--- src/rtl/buzzer_sequencer.sv ---
// buzzer_sequencer: plays fixed note sequences for game events as a square wave (optional mute input via BUZZER_MUTE_EN)
module buzzer_sequencer #(
  parameter int TICK_DIV   = 25000,
  parameter int NOTE_TICKS = 100,
  parameter int GAP_TICKS  = 20,
  parameter int TONE_SHIFT = 0
) (
  input  logic clk,
  input  logic rst,
  input  logic evt_drop,
  input  logic evt_invalid,
  input  logic evt_win,
`ifdef BUZZER_MUTE_EN
  input  logic mute,
`endif
  output logic buzzer_out,
  output logic busy,
  output logic done
);
  localparam logic [1:0] S_IDLE = 2'd0, S_PLAY = 2'd1, S_GAP = 2'd2;
  localparam logic [1:0] Q_DROP = 2'd0, Q_INV = 2'd1, Q_WIN = 2'd2;
  localparam logic [15:0] HP_A3 = 16'd56818, HP_C5 = 16'd23901, HP_E5 = 16'd18968,
                          HP_G5 = 16'd15944, HP_C6 = 16'd11939;
  localparam logic [31:0] TD_LAST  = 32'(TICK_DIV - 1);
  localparam logic [31:0] GAP_LAST = 32'(GAP_TICKS - 1);

  logic [1:0]  state_q, state_d, seq_q, seq_d, idx_q, idx_d;
  logic [31:0] pre_q, pre_d, tick_q, tick_d;
  logic [15:0] hp_q, hp_d;
  logic        buz_q, buz_d, done_q, done_d;
  logic        pre_end, seg_end, win_go, idle_go;
  logic [1:0]  new_seq;

  function automatic logic [15:0] half_of(input logic [1:0] sq, input logic [1:0] ix);
    logic [15:0] raw, sh;
    raw = sq == Q_DROP ? HP_C6 : sq == Q_INV ? HP_A3 :
          ix == 2'd0 ? HP_C5 : ix == 2'd1 ? HP_E5 : ix == 2'd2 ? HP_G5 : HP_C6;
    sh = raw >> TONE_SHIFT;
    return sh == 16'd0 ? 16'd1 : sh;
  endfunction

  function automatic logic [31:0] last_tick_of(input logic [1:0] sq, input logic [1:0] ix);
    return (sq == Q_WIN && ix == 2'd3) ? 32'(2 * NOTE_TICKS - 1) : 32'(NOTE_TICKS - 1);
  endfunction

  function automatic logic last_of(input logic [1:0] sq, input logic [1:0] ix);
    return ix == (sq == Q_DROP ? 2'd0 : sq == Q_INV ? 2'd1 : 2'd3);
  endfunction

  // next-state: event acceptance, segment timing and tone toggling
  always_comb begin
    state_d = state_q;
    seq_d   = seq_q;
    idx_d   = idx_q;
    pre_d   = pre_q;
    tick_d  = tick_q;
    hp_d    = hp_q;
    buz_d   = buz_q;
    done_d  = 1'b0;
    pre_end = pre_q == TD_LAST;
    seg_end = pre_end && tick_q == (state_q == S_PLAY ? last_tick_of(seq_q, idx_q) : GAP_LAST);
    win_go  = evt_win && !(state_q != S_IDLE && seq_q == Q_WIN);
    idle_go = state_q == S_IDLE && (evt_win || evt_invalid || evt_drop);
    new_seq = evt_win ? Q_WIN : evt_invalid ? Q_INV : Q_DROP;
    if (win_go || idle_go) begin
      state_d = S_PLAY;
      seq_d   = new_seq;
      idx_d   = 2'd0;
      pre_d   = '0;
      tick_d  = '0;
      hp_d    = half_of(new_seq, 2'd0) - 16'd1;
      buz_d   = 1'b0;
    end else if (state_q != S_IDLE) begin
      pre_d  = pre_end ? '0 : pre_q + 32'd1;
      tick_d = pre_end ? tick_q + 32'd1 : tick_q;
      if (state_q == S_PLAY) begin
        hp_d  = hp_q == 16'd0 ? half_of(seq_q, idx_q) - 16'd1 : hp_q - 16'd1;
        buz_d = hp_q == 16'd0 ? ~buz_q : buz_q;
      end
      if (seg_end) begin
        pre_d  = '0;
        tick_d = '0;
        buz_d  = 1'b0;
        if (state_q == S_GAP) begin
          state_d = S_PLAY;
          idx_d   = idx_q + 2'd1;
          hp_d    = half_of(seq_q, idx_q + 2'd1) - 16'd1;
        end else begin
          state_d = last_of(seq_q, idx_q) ? S_IDLE : S_GAP;
          done_d  = last_of(seq_q, idx_q);
        end
      end
    end
  end

  // state registers with synchronous reset
  always_ff @(posedge clk) begin
    if (rst) begin
      state_q <= S_IDLE;
      seq_q   <= Q_DROP;
      idx_q   <= '0;
      pre_q   <= '0;
      tick_q  <= '0;
      hp_q    <= '0;
      buz_q   <= 1'b0;
      done_q  <= 1'b0;
    end else begin
      state_q <= state_d;
      seq_q   <= seq_d;
      idx_q   <= idx_d;
      pre_q   <= pre_d;
      tick_q  <= tick_d;
      hp_q    <= hp_d;
      buz_q   <= buz_d;
      done_q  <= done_d;
    end
  end

  assign busy = state_q != S_IDLE;
  assign done = done_q;
`ifdef BUZZER_MUTE_EN
  assign buzzer_out = buz_q & ~mute;
`else
  assign buzzer_out = buz_q;
`endif
endmodule

--- config.mk ---
export PLATFORM = sky130hd
export DESIGN_NAME = buzzer_sequencer
export DESIGN_NICKNAME = d
export VERILOG_FILES = /design/src/rtl/buzzer_sequencer.sv
export SDC_FILE = /design/constraint.sdc
export NUM_CORES = 1
export LEC_CHECK = 0
export CAP_MARGIN = 20
export CORE_MARGIN = 5
export CORE_UTILIZATION = 30
export DETAILED_ROUTE_END_ITERATION = 6
export PLACE_DENSITY_LB_ADDON = 0.2
export SETUP_SLACK_MARGIN = 0.02
export SLEW_MARGIN = 40
export SYNTH_ARGS = -nofsm -noshare
export SYNTH_HDL_FRONTEND = slang
export SYNTH_SLANG_ARGS = --single-unit
--- constraint.sdc ---
create_clock -name clk -period 3.19 [get_ports clk]
set_input_delay 0.638 -clock clk [delete_from_list [all_inputs] [get_ports clk]]
set_output_delay 0.638 -clock clk [all_outputs]
set_load 0.01 [all_outputs]
==> metrics <==
Antenna Cells=0; path category of the worst min-delay check=reg2reg; sum of net half-perimeters after detailed placement=11300 µm; Worst R2R Path Depth=11; total number of yosys warnings=0; critical path data required time=3430 ps; Post-Synthesis Cells=671; xor and xnor area share after synthesis=0.0922; actual slew at the worst max-slew pin=631 ps; post-cts hold buffer count=0; placeable core region=16700 µm²; termination of the worst setup path=hp_q[8]; Design Area, Final=5950 µm²; Min-Delay Path Depth=2; Root Buffer Master=sky130_fd_sc_hd__clkbuf_16; later-pin clock latency in the skew report=350 ps; utilization after layout=0.356; wire length of the first global-routing pass=25000 µm; unrepaired setup endpoints after global routing=no; growth of design area from synthesis to finish=15.9%; Die Footprint=19800 µm²; final hold violation count=0; Ports=8; launch point of the worst hold path=pre_q[1]; Overflow after GRT=0; setup slack after layout=207 ps; Fin Clk Skew=8.26 ps; achievable frequency=0.335 GHz; largest buffer count on any clock path=2; kind of critical path=reg2reg; clock buffer count from CTS=9; peak fanout along the critical path=5; netlist area before placement=5130 µm²; startpoint types=flip-flop; setup total negative slack=0 ps; instance area after placement=5670 µm²; total of max-cap violations=0; pre-CTS worst setup slack=178 ps; count of different cell masters after synthesis=57; mean routed wirelength per cell=16.6 µm; starting utilization of the core area=0.307; Synth area leader=sky130_fd_sc_hd__dfxtp_1; CP max stage cell=sky130_fd_sc_hd__or4_4; DRC marker count from the first detailed-route iteration=405; DRC violation count after routing=0; max_slew headroom=0.576; source of the worst register-to-register timing path=hp_q[7]; capturing point of the worst reg2reg path=hp_q[8]; number of clock sinks seen by CTS=88; total setup violations reported at the end of the flow=0; Antenna Nets Post-Route=0; prevailing post-synth register cell=sky130_fd_sc_hd__dfxtp_1; total number of vias=5103; total of buffers placed on input and output ports=7; EDFF count, synth=0; dominant combinational cell family by area after synthesis=simple AND/OR/NAND/NOR gates; routed via count divided by cell count=5.52; syn_area_per_cell=7.65 µm²; main area contributors after synthesis=sky130_fd_sc_hd__dfxtp_1 34%, sky130_fd_sc_hd__nor2_1 6.9%, sky130_fd_sc_hd__xor2_1 5.3%; total global-route track usage=0.156; final critical delay including setup and external delays=2980 ps; number of optimization iterations in the first detailed-route pass=5; top cell type's share of synthesized area=0.343; mux share of post-synthesis cell area=0.00805; Final Wtd Congestion=0.921; most frequent cells in the layout=95 x sky130_fd_sc_hd__nor2_1, 88 x sky130_fd_sc_hd__dfxtp_1, 55 x sky130_fd_sc_hd__nand2_1, 42 x sky130_fd_sc_hd__buf_4, 40 x sky130_fd_sc_hd__a21oi_1; sequential cell area fraction in the yosys report=0.343; post-synthesis share of cell area spent on and, or, nand and nor gates=0.344; share of flip-flops with an asynchronous set or reset=0; highest ir drop seen on vdd=0.295 mV; clock-pin slew on the worst setup and hold paths=70 ps; total number of nets in the final design=715; status=complete, no violations; total number of placement rows=47; leakage component of the power=0.00198 µW; post-route clock period utilization=0.935; adder and majority cell fraction of the synthesized area=0.0244; most common library cell in the layout ignoring fill and taps=sky130_fd_sc_hd__nor2_1; startpoint of the worst setup timing path=hp_q[7]; antenna violations before repair=0; maximum number of pins on one net before global-route repair=32; clock tree from TritonCTS=built; vias in the first global route=4798; Critical Path Sink Type=flip-flop; count of final max-slew check failures=0; Total Routed Length=15300 µm; critical-path cell list=or4_1 > or4_4 > nor3_2 > nor2_1 > ha_1 > nand2b_1 > or3_1 > a2111oi_0 > a311oi_1 > mux2i_1 > o21ba_1; post-synthesis net count=686; width of the chip=141 µm; r2r setup slk=210 ps; peak per-stage delay on the critical path=570 ps; deepest level of the CTS H-tree=3; flops & latches, synth=88; power per unit of standard cell area=421 nW/µm²; die height=141 µm; fraction of layout instances using a drive strength above 1=0.0966; data arrival time at the worst-slack endpoint=3230 ps; complex-gate fraction of the synthesized area=0.149
-- cell usage after synthesis, drive strengths merged (8+ instances only) --
library cell / instances
or4: 10
nor2: 95
clkbuf: 29
and3: 10
o21ai: 30
nand3: 35
nand2b: 8
a21oi: 40
or3: 17
inv: 20
xor2: 31
nor4: 23
nand4: 25
dfxtp: 88
nor3: 29
ha: 10
nand2: 55
and4: 8
xnor2: 23
-- per-stage QoR --
step / power [µW] / hold slack (ps) / cells
5_1_grt: 2610 / 503 / 924
6_report: 2500 / 481 / 924
3_3_place_gp: 1520 / 466 / 909
4_1_cts: 2520 / 484 / 924
2_1_floorplan: 1380 / 449 / 671
3_5_place_dp: 1510 / 477 / 909
-- cell families (layout without fill, tap and decap cells) --
group / after synthesis / in the layout
buffers and inverters: 51 / 84
XOR/XNOR: 54 / 54
flip-flops: 88 / 88
AND/OR/NAND/NOR: 343 / 343
adder cells (fa/ha/maj): 10 / 10
AO/OA/AOI/OAI: 121 / 121
multiplexers: 4 / 4
-- report_power, final --
part / switching, µW / internal, µW / leakage [µW]
clock network: 476 / 527 / 0.000124
registers: 24.3 / 1120 / 0.000713
logic: 218 / 135 / 0.00114
total: 719 / 1780 / 0.00198
-- cell type report --
class / count / area, µm²
Multi-Input combinational cell: 532 / 3180
Tap cell: 220 / 275
Fill cell: 1778 / 10800
Inverter: 20 / 75.1
Timing Repair Buffer: 49 / 385
Clock inverter: 6 / 45.0
Clock buffer: 9 / 225
Sequential cell: 88 / 1760
-- routing by layer --
metal	track usage	wire [µm]
met1	0.216	7310
met4	0.0724	506
met3	0.0322	770
met2	0.232	6760
met5	0	0
-- worst max-delay path, delay by kind of cell (launching register included) --
kind | cells | cell delay [ps]
adders and majority gates | 1 | 230
DFF | 1 | 310
AOI/OAI and AO/OA | 3 | 510
and+or+nand+nor | 6 | 1700
muxes | 1 | 110
-- sequential cells by signal, summed over array words and instances (netlist names) --
name	count
hp_q	16
done	1
buzzer_out	1
pre_q	32
tick_q	32
idx_q	2
state_q	2
seq_q	2
-- how the worst min path moves through the flow --
stage / endpoint / slack [ps]
after floorplan: pre_q[1] / 450
after global placement: pre_q[1] / 470
after detailed placement: pre_q[1] / 480
after CTS: pre_q[1] / 480
after global routing: pre_q[1] / 500
final: pre_q[1] / 480
-- what timing repair did --
item	4_1_cts	5_1_grt
endpoints found under the setup margin	0	4
endpoints found under the hold margin	0	0
resized for setup	0	1
buffers inserted	0	0
(Power assumes the default switching activity.)
==> RTL edit: new RTL, same settings <==
The option `BUZZER_MUTE_EN` is turned on by a define.
--- a/src/rtl/buzzer_sequencer.sv
+++ b/src/rtl/buzzer_sequencer.sv
@@ -1,4 +1,6 @@
 // buzzer_sequencer: plays fixed note sequences for game events as a square wave (optional mute input via BUZZER_MUTE_EN)
+`define BUZZER_MUTE_EN
+
 module buzzer_sequencer #(
   parameter int TICK_DIV   = 25000,
   parameter int NOTE_TICKS = 100,
Interface: changed (added mute); port bits go from 8 to 9. No check against the original RTL was run, so the function may have changed too.
==> RTL edit against the original RTL <==
Power grew 9.2%; wire length grew 3.3%; area after synthesis grew 4.3%; count of clock-buffer cells in the layout is the same; first-iteration DRC count grew 4.9%; worst setup slack gained 32 ps; design area grew 2.1%; clock power grew 22%; sequential cell count is the same; worst hold slack lost 2.9 ps; largest cell class unchanged.
==> RTL edit: results <==
metrics = {
    "run_status": {
        "status": "finished clean",
    },
    "setup_path": {
        "reg2regPathDepth": 11,
        "critPathMaxFanout": 11,
        "slowest_stage": "or4_4",
        "cpPeakStageDelay_ps": 570,
        "cp.arrival_ps": 3180,
        "ff2ff_setup_slack_ps": 240,
        "path_delay_family": "simple AND/OR/NAND/NOR gates",
    },
    "cts": {
        "clockRootBuffer": "clkbuf_16",
        "clk_path_buf_depth": 2,
        "path_clk_slew_ps": 70,
        "cts_buffers": 9,
        "insertion_delay_ps": 350,
        "h-tree-depth": 3,
    },
    "final_layout": {
        "fillers": 1816,
        "drive_gt1_frac": 0.0766,
        "nets": 704,
        "top_regs": "pre_q x32, tick_q x32, hp_q x16",
        "diodes": 0,
    },
    "yosys": {
        "synth_area_leaders": "dfxtp_1, xor2_1, nor2_1, nand2_1, nand4_1",
        "synth_commonest_cells": "nor2_1, dfxtp_1, nand2_1",
        "ys_async_sr_fraction": 0,
        "ys_seq_area_frac": 0.329,
        "yosys_warnings": 0,
        "synthFlopType": "dfxtp_1",
        "yosysUniqueCellTypes": 72,
    },
    "global_route": {
        "grt_pass1_vias": 4945,
        "grt_max_degree": 33,
        "grt_first_pass_wirelength_mm": 26.0,
        "grt_use_total": 0.158,
        "antenna_found_initial": 0,
    },
    "detailed_routing": {
        "wire_per_inst_um": 17.3,
        "routed_via_density": 5.59,
        "dr.pass1.iters": 5,
        "dr.first_iter.drc_count": 425,
    },
    "placement": {
        "gp_congestion": 0.949,
        "dp_hpwl_mm": 11.4,
        "numPortBuffers": 8,
    },
    "power_and_ir_drop": {
        "cellLeakagePower_nw": 1.99,
        "switching_share": 0.263,
        "peakVddDrop_v": 0.000275,
    },
    "timing": {
        "finClkSkew_ps": 7.25,
        "slew_headroom": 0.531,
        "holdWs_ps": 478,
    },
    "min_path": {
        "hold_path_class": "reg -> reg",
        "worstHoldPathCells": 2,
    },
    "die": {
        "die_w_um": 144,
    },
}
[RTL edit: stage by stage]
stage,area [sq um],setup slack [ps],std cells
6_report,6070,239,917
5_1_grt,6070,31.7,917
4_1_cts,6060,161,917
3_5_place_dp,5730,185,902
3_3_place_gp,5730,321,902
2_1_floorplan,5350,424,685
[RTL edit: worst paths after layout]
path                               start  endpoint
worst max-delay path            hp_q[11]  hp_q[10]
worst min-delay path            pre_q[1]  pre_q[1]
worst max register to register  hp_q[11]  hp_q[10]
worst min register to register  pre_q[1]  pre_q[1]
[RTL edit: power groups by stage]
stage / registers [mW] / logic (mW) / clock network (mW)
6_report: 1.16 / 0.349 / 1.22
5_1_grt: 1.17 / 0.378 / 1.30
4_1_cts: 1.16 / 0.342 / 1.26
3_5_place_dp: 1.19 / 0.340 / 0
3_3_place_gp: 1.19 / 0.341 / 0
2_1_floorplan: 1.17 / 0.241 / 0
[RTL edit: cells by family (layout without fill, tap and decap cells)]
logic type | after synthesis | in the layout | share of synthesized area
compound gates | 110 | 110 | 0.144
xor+xnor | 66 | 66 | 0.108
fa+ha+maj | 10 | 10 | 0.0234
buf+inv | 54 | 61 | 0.0390
flops | 88 | 88 | 0.329
mux | 4 | 4 | 0.00771
simple gates | 353 | 353 | 0.349
[RTL edit: cell type report]
| cell class | instances | area (sq um) | area share |
|---|---|---|---|
| Clock buffer | 9 | 225 | 0.0371 |
| Inverter | 18 | 67.6 | 0.0111 |
| Timing Repair Buffer | 28 | 230 | 0.0379 |
| Multi-Input combinational cell | 543 | 3400 | 0.559 |
| Clock inverter | 6 | 109 | 0.0179 |
| Tap cell | 225 | 282 | 0.0464 |
| Sequential cell | 88 | 1760 | 0.290 |
[RTL edit: worst min-delay path, cell delays in order, from the launching register on]
cell and delay, ps:
dfxtp_1 320, nand2_1 60, a21oi_1 50
[RTL edit: per-layer routing]
| metal | global-route usage | vias to the layer above | wire length, um |
|---|---|---|---|
| met1 | 0.215 | 2435 | 7250 |
| met2 | 0.247 | 163 | 7160 |
| met3 | 0.0366 | 34 | 1030 |
| met4 | 0.0565 | 0 | 404 |
| met5 | 0 | - | 0 |
| li1 | - | 2496 | - |
[RTL edit: what timing repair did]
action | in CTS | in global routing
resized for setup | 0 | 2
setup endpoints to repair | 0 | 4
setup buffers | 0 | 0
